==> src/rtl/fdivsqrt_iter_ctrl.sv <==
// Iteration sequencer for the radix-2 SRT divide/sqrt datapath (init, per-digit enable, done/ack).
// Optional feature: define FDIVSQRT_EARLY_TERM_EN to finish early on a zero partial residual.
module fdivsqrt_iter_ctrl #(
    parameter int NF_H  = 10,
    parameter int NF_S  = 23,
    parameter int NF_D  = 52,
    parameter int NF_Q  = 112,
    parameter int GUARD = 2,
    parameter int CNTW  = 7
) (
    input  logic            clk,
    input  logic            resetn,
    input  logic            start_i,
    input  logic [1:0]      fmt_i,
    input  logic            special_i,
    input  logic            stall_i,
    input  logic            flush_i,
    input  logic            wzero_i,
    input  logic            ack_i,
    output logic            ready_o,
    output logic            init_o,
    output logic            iter_en_o,
    output logic            busy_o,
    output logic            done_o,
    output logic            early_o,
    output logic [CNTW-1:0] iter_cnt_o
);

    typedef enum logic [1:0] {
        IDLE = 2'b00,
        BUSY = 2'b01,
        DONE = 2'b10
    } state_t;

    state_t          state_r;
    state_t          state_s;
    logic [CNTW-1:0] cnt_r;
    logic [CNTW-1:0] cnt_s;
    logic            early_r;
    logic            early_s;
    logic            init_s;
    logic            iter_en_s;
    logic            wzero_s;

    // Counter preload is the iteration count minus one, so 0 marks the last digit.
    function automatic logic [CNTW-1:0] last_iter(input logic [1:0] fmt);
        logic [CNTW-1:0] v;
        case (fmt)
            2'b10:   v = CNTW'(NF_H + GUARD - 1);
            2'b00:   v = CNTW'(NF_S + GUARD - 1);
            2'b01:   v = CNTW'(NF_D + GUARD - 1);
            default: v = CNTW'(NF_Q + GUARD - 1);
        endcase
        return v;
    endfunction

`ifdef FDIVSQRT_EARLY_TERM_EN
    assign wzero_s = wzero_i;
`else
    logic wzero_unused_s;
    assign wzero_unused_s = wzero_i;
    assign wzero_s        = 1'b0;
`endif

    // Next-state, counter and pulse decode; flush overrides every state.
    always_comb begin
        state_s   = state_r;
        cnt_s     = cnt_r;
        early_s   = early_r;
        init_s    = 1'b0;
        iter_en_s = 1'b0;
        if (flush_i) begin
            state_s = IDLE;
            cnt_s   = {CNTW{1'b0}};
            early_s = 1'b0;
        end else begin
            case (state_r)
                IDLE: begin
                    if (start_i) begin
                        init_s  = 1'b1;
                        early_s = 1'b0;
                        if (special_i) begin
                            state_s = DONE;
                            cnt_s   = {CNTW{1'b0}};
                        end else begin
                            state_s = BUSY;
                            cnt_s   = last_iter(fmt_i);
                        end
                    end else begin
                        state_s = IDLE;
                    end
                end
                BUSY: begin
                    if (!stall_i) begin
                        iter_en_s = 1'b1;
                        if (cnt_r == {CNTW{1'b0}}) begin
                            state_s = DONE;
                        end else if (wzero_s) begin
                            // remaining quotient digits are all zero
                            state_s = DONE;
                            early_s = 1'b1;
                        end else begin
                            cnt_s = cnt_r - {{(CNTW-1){1'b0}}, 1'b1};
                        end
                    end else begin
                        state_s = BUSY;
                    end
                end
                DONE: begin
                    if (ack_i) begin
                        state_s = IDLE;
                        cnt_s   = {CNTW{1'b0}};
                        early_s = 1'b0;
                    end else begin
                        state_s = DONE;
                    end
                end
                default: begin
                    state_s = IDLE;
                    cnt_s   = {CNTW{1'b0}};
                    early_s = 1'b0;
                end
            endcase
        end
    end

    // State, iteration counter and early flag registers.
    always_ff @(posedge clk or negedge resetn) begin
        if (!resetn) begin
            state_r <= IDLE;
            cnt_r   <= {CNTW{1'b0}};
            early_r <= 1'b0;
        end else begin
            state_r <= state_s;
            cnt_r   <= cnt_s;
            early_r <= early_s;
        end
    end

    assign ready_o    = (state_r == IDLE);
    assign busy_o     = (state_r == BUSY) || (state_r == DONE);
    assign done_o     = (state_r == DONE);
    assign early_o    = early_r;
    assign init_o     = init_s;
    assign iter_en_o  = iter_en_s;
    assign iter_cnt_o = cnt_r;

endmodule
==> config.mk <==
export PLATFORM = sky130hd
export DESIGN_NAME = fdivsqrt_iter_ctrl
export DESIGN_NICKNAME = d
export VERILOG_FILES = /design/src/rtl/fdivsqrt_iter_ctrl.sv
export SDC_FILE = /design/constraint.sdc
export NUM_CORES = 1
export LEC_CHECK = 0
export ABC_CLOCK_PERIOD_IN_PS = 1700
export CELL_PAD_IN_SITES_DETAIL_PLACEMENT = 1
export CELL_PAD_IN_SITES_GLOBAL_PLACEMENT = 2
export CORE_MARGIN = 4
export CORE_UTILIZATION = 25
export CTS_BUF_LIST = sky130_fd_sc_hd__clkbuf_4
export CTS_CLUSTER_SIZE = 25
export DETAILED_ROUTE_END_ITERATION = 7
export HOLD_SLACK_MARGIN = 0.1
export PLACE_DENSITY_LB_ADDON = 0.2
export SLEW_MARGIN = 30
export SYNTH_ARGS = -nofsm -noshare
export SYNTH_HDL_FRONTEND = slang
export SYNTH_SLANG_ARGS = --single-unit
==> constraint.sdc <==
create_clock -name clk -period 1.7 [get_ports clk]
set_input_delay 0.425 -clock clk [delete_from_list [all_inputs] [get_ports clk]]
set_output_delay 0.425 -clock clk [all_outputs]
set_load 0.01 [all_outputs]
==> results by group <==
Outcome
  • Outcome: finished, final reports clean

Synth
  • Mapped Nets: 107
  • #FFs+latches synth: 9
  • Seq/Total Area, Yosys: between 20% and 30%
  • Avg Cell Area, Syn: 8.418 sq um
  • Commonest cells in the netlist: dfrtp_1, inv_1, nor2_1
  • Mapped cell area: 774.5 sq um
  • Ys flop type: dfrtp_1
  • Share of Yosys cell area claimed by the top area cell type: between 20% and 30%
  • Dominant cells by area after synthesis: dfrtp_1, ha_1, a32o_1, a21oi_1, inv_1
  • Number of flops mapped to enable cells by yosys: 0
  • Area leader, netlist: dfrtp_1
  • Yosys warns: 0
  • Number of distinct library cells after synthesis: 36
  • Async set or reset register ratio after synthesis: 100.0%
  • Syn Inst Count: 92

Floorplan
  • # IOs: 23
  • Rows: 19
  • Die Y: around 64 microns
  • Core area: 2853 sq um
  • Initial Utilization: 27.15%
  • Die area: about 4000 sq um
  • Die width: about 64 microns

Drt
  • Total number of vias: between 900 and 1000
  • DR DRC count: 0
  • DRT antenna net count: 0
  • WL per Instance: 16.09 microns
  • DRT iter0 DRCs: 25
  • Post-Route WL: approximately 2900 microns
  • Vias per inst: 5.207
  • TritonRoute pass-1 iters: 4

Global routing
  • Largest net degree at the start of global routing: 11
  • Total congestion overflow: 0
  • Vias in the first global route: ~970
  • Gr usage total: 14.61%
  • First-pass GRT wire length: 4705 microns
  • Initial antenna violation count: 0

Setup path
  • Critical Path Sink Type: flip-flop
  • Critical path's slowest cell: clkdlybuf4s50_1
  • CP Class: in -> reg
  • Worst EP required: roughly 1900 ps
  • Worst R2R End: iter_cnt_o[3]
  • Setup crit start kind: input pin
  • Critical R2R Launch: state_r[0]
  • Critical path's largest stage delay: 410 ps
  • CP arrival: around 1900 ps
  • Reg2reg setup slack: about 20 ps
  • Crit-path cells: clkdlybuf4s50_1, buf_4, nor2b_2, nor3b_4, and3_4, a32o_1
  • Worst reg-to-reg path cell count: 6
  • CP Max Fanout: 4

Run
  • Max-Cap Viols: 0

Timing
  • RSZ-0062 raised after global routing: yes
  • Minimum clock period: 1689 ps
  • Final Hold Fails: 0
  • # setup viols final: 0
  • Period utilisation layout: between 90% and 100%
  • Maximum clock rate: slightly below 600 MHz
  • Skew final: roughly 7.0 ps
  • Max Slew Vio Count: 0
  • Fin Setup TNS: 0 ps

Cells and area
  • Fin nets: around 160
  • Final core utilization: 49.82%
  • Share of layout cells above drive strength 1: between 40 and 50%
  • Non-filler instance count after layout: roughly 180
  • Post-route cell area: ~1400 sq um
  • Fillers: 326
  • Ant. Diodes: 0
  • Area Overhead vs Synth: 83.52%

Clock tree
  • Num CTS Buffers: 3
  • CTS tree: built
  • Post-CTS Hold Buffers: 0
  • Clock Latency Late Sink: about 270 ps
  • Root Buffer: clkbuf_4
  • CTS H-tree lvls: 1
  • Worst-path clk slew: roughly 70 ps
  • Bufs on Longest Clock Path: 2
  • CTS Sinks: 9

Placement
  • Placed insts: between 150 and 200
  • GP Congestion: between 0.8 and 0.9
  • Port Buffers: 20
  • DP HPWL: 2242 microns
  • Placement Cell Area: approximately 1200 sq um

Power
  • Worst vdd ir: roughly 0.33 mV
  • Static leakage: ~0.64 nW
  • Power Dens Cells: just under 700 nW/um^2

Worst hold path
  • HP Class: in -> async
[stage by stage]
step                      hold WS [ps]  setup WS, ps  power, mW
after floorplan                  129.4         7.690     0.4620
after global placement           580.9        -399.8     0.6844
after detailed placement         573.0        -417.0     0.6923
after CTS                        496.1        -11.48     0.9085
after global routing             495.6        -65.65      1.027
final                            469.3         10.98     0.9616
[worst max path at each step]
stage	startpoint	endpoint	cells after the start
CTS	iter_cnt_o[1]	iter_cnt_o[3]	7
finish	start_i	iter_cnt_o[3]	6
floorplan	iter_cnt_o[0]	iter_cnt_o[3]	6
global placement	flush_i	init_o	4
global route	iter_cnt_o[1]	iter_cnt_o[1]	8
detailed placement	flush_i	init_o	4
[layout by cell type (no fill, tap or decap), types with 2 or more instances in the layout]
master | Yosys | routed
nand2b_1 | 3 | 2
nand4_1 | 2 | 2
clkdlybuf4s50_1 | 0 | 10
a21oi_1 | 7 | 3
o21ai_0 | 3 | 3
buf_2 | 0 | 3
clkbuf_4 | 0 | 4
dlygate4sd2_1 | 0 | 5
inv_2 | 0 | 3
a21oi_2 | 1 | 4
a211oi_1 | 2 | 2
dfrtp_1 | 9 | 9
nand3_1 | 3 | 2
buf_4 | 1 | 31
nor3_1 | 3 | 3
nand3b_1 | 3 | 3
buf_6 | 0 | 3
nand2_1 | 5 | 4
ha_4 | 0 | 3
inv_1 | 9 | 6
nor2_1 | 8 | 7
a211o_1 | 2 | 2
a32o_1 | 4 | 4
[kinds of logic (layout without fill, tap and decap cells)]
logic type | after synthesis | in the layout | synth area share (%)
AOI/OAI and AO/OA | 26 | 26 | 23.91
adders and majority gates | 5 | 5 | 8.078
buffers and inverters | 12 | 68 | 6.301
DFF | 9 | 9 | 29.08
muxes | 1 | 1 | 1.292
other | 1 | 1 | 0.4842
and+or+nand+nor | 38 | 38 | 30.86
[critical path, delay by kind of cell]
kind            cells  cell delay (ps)
buf+inv             2              560
simple gates        3              640
compound gates      1              210
[flip-flops by register name (all words and copies together), names as in the netlist]
register,count
state_r,2
iter_cnt_o,7
[per-layer routing]
metal | vias up | track usage, % | wire length [microns]
met3 | 2 | 3.908 | 95
met5 | - | 0 | 0
met2 | 18 | 25.16 | 1429
met1 | 461 | 18.28 | 1343
met4 | 0 | 2.695 | 12
li1 | 451 | - | -
[area by class of cell]
class	instances	area, sq um	share of cell area [%]
repair buffers	55	462.9	32.57
well taps	31	38.79	2.729
clock buffers	4	30.03	2.113
multi-input cells	71	630.6	44.37
inverters	9	33.78	2.377
flip-flops and latches	9	225.2	15.85
[timing repair]
item,4_1_cts,5_1_grt
buffers inserted,7,4
gates cloned,0,0
pin swaps,6,11
endpoints found under the setup margin,17,14
endpoints found under the hold margin,0,0
resized for setup,35,17
[report_power, final]
group          internal [mW]  total, mW  switching [mW]
Sequential             0.233      0.246          0.0130
Clock                  0.107      0.191          0.0839
Combinational          0.271      0.525           0.254
Total                  0.610      0.962           0.351
(Power assumes the default switching activity.)
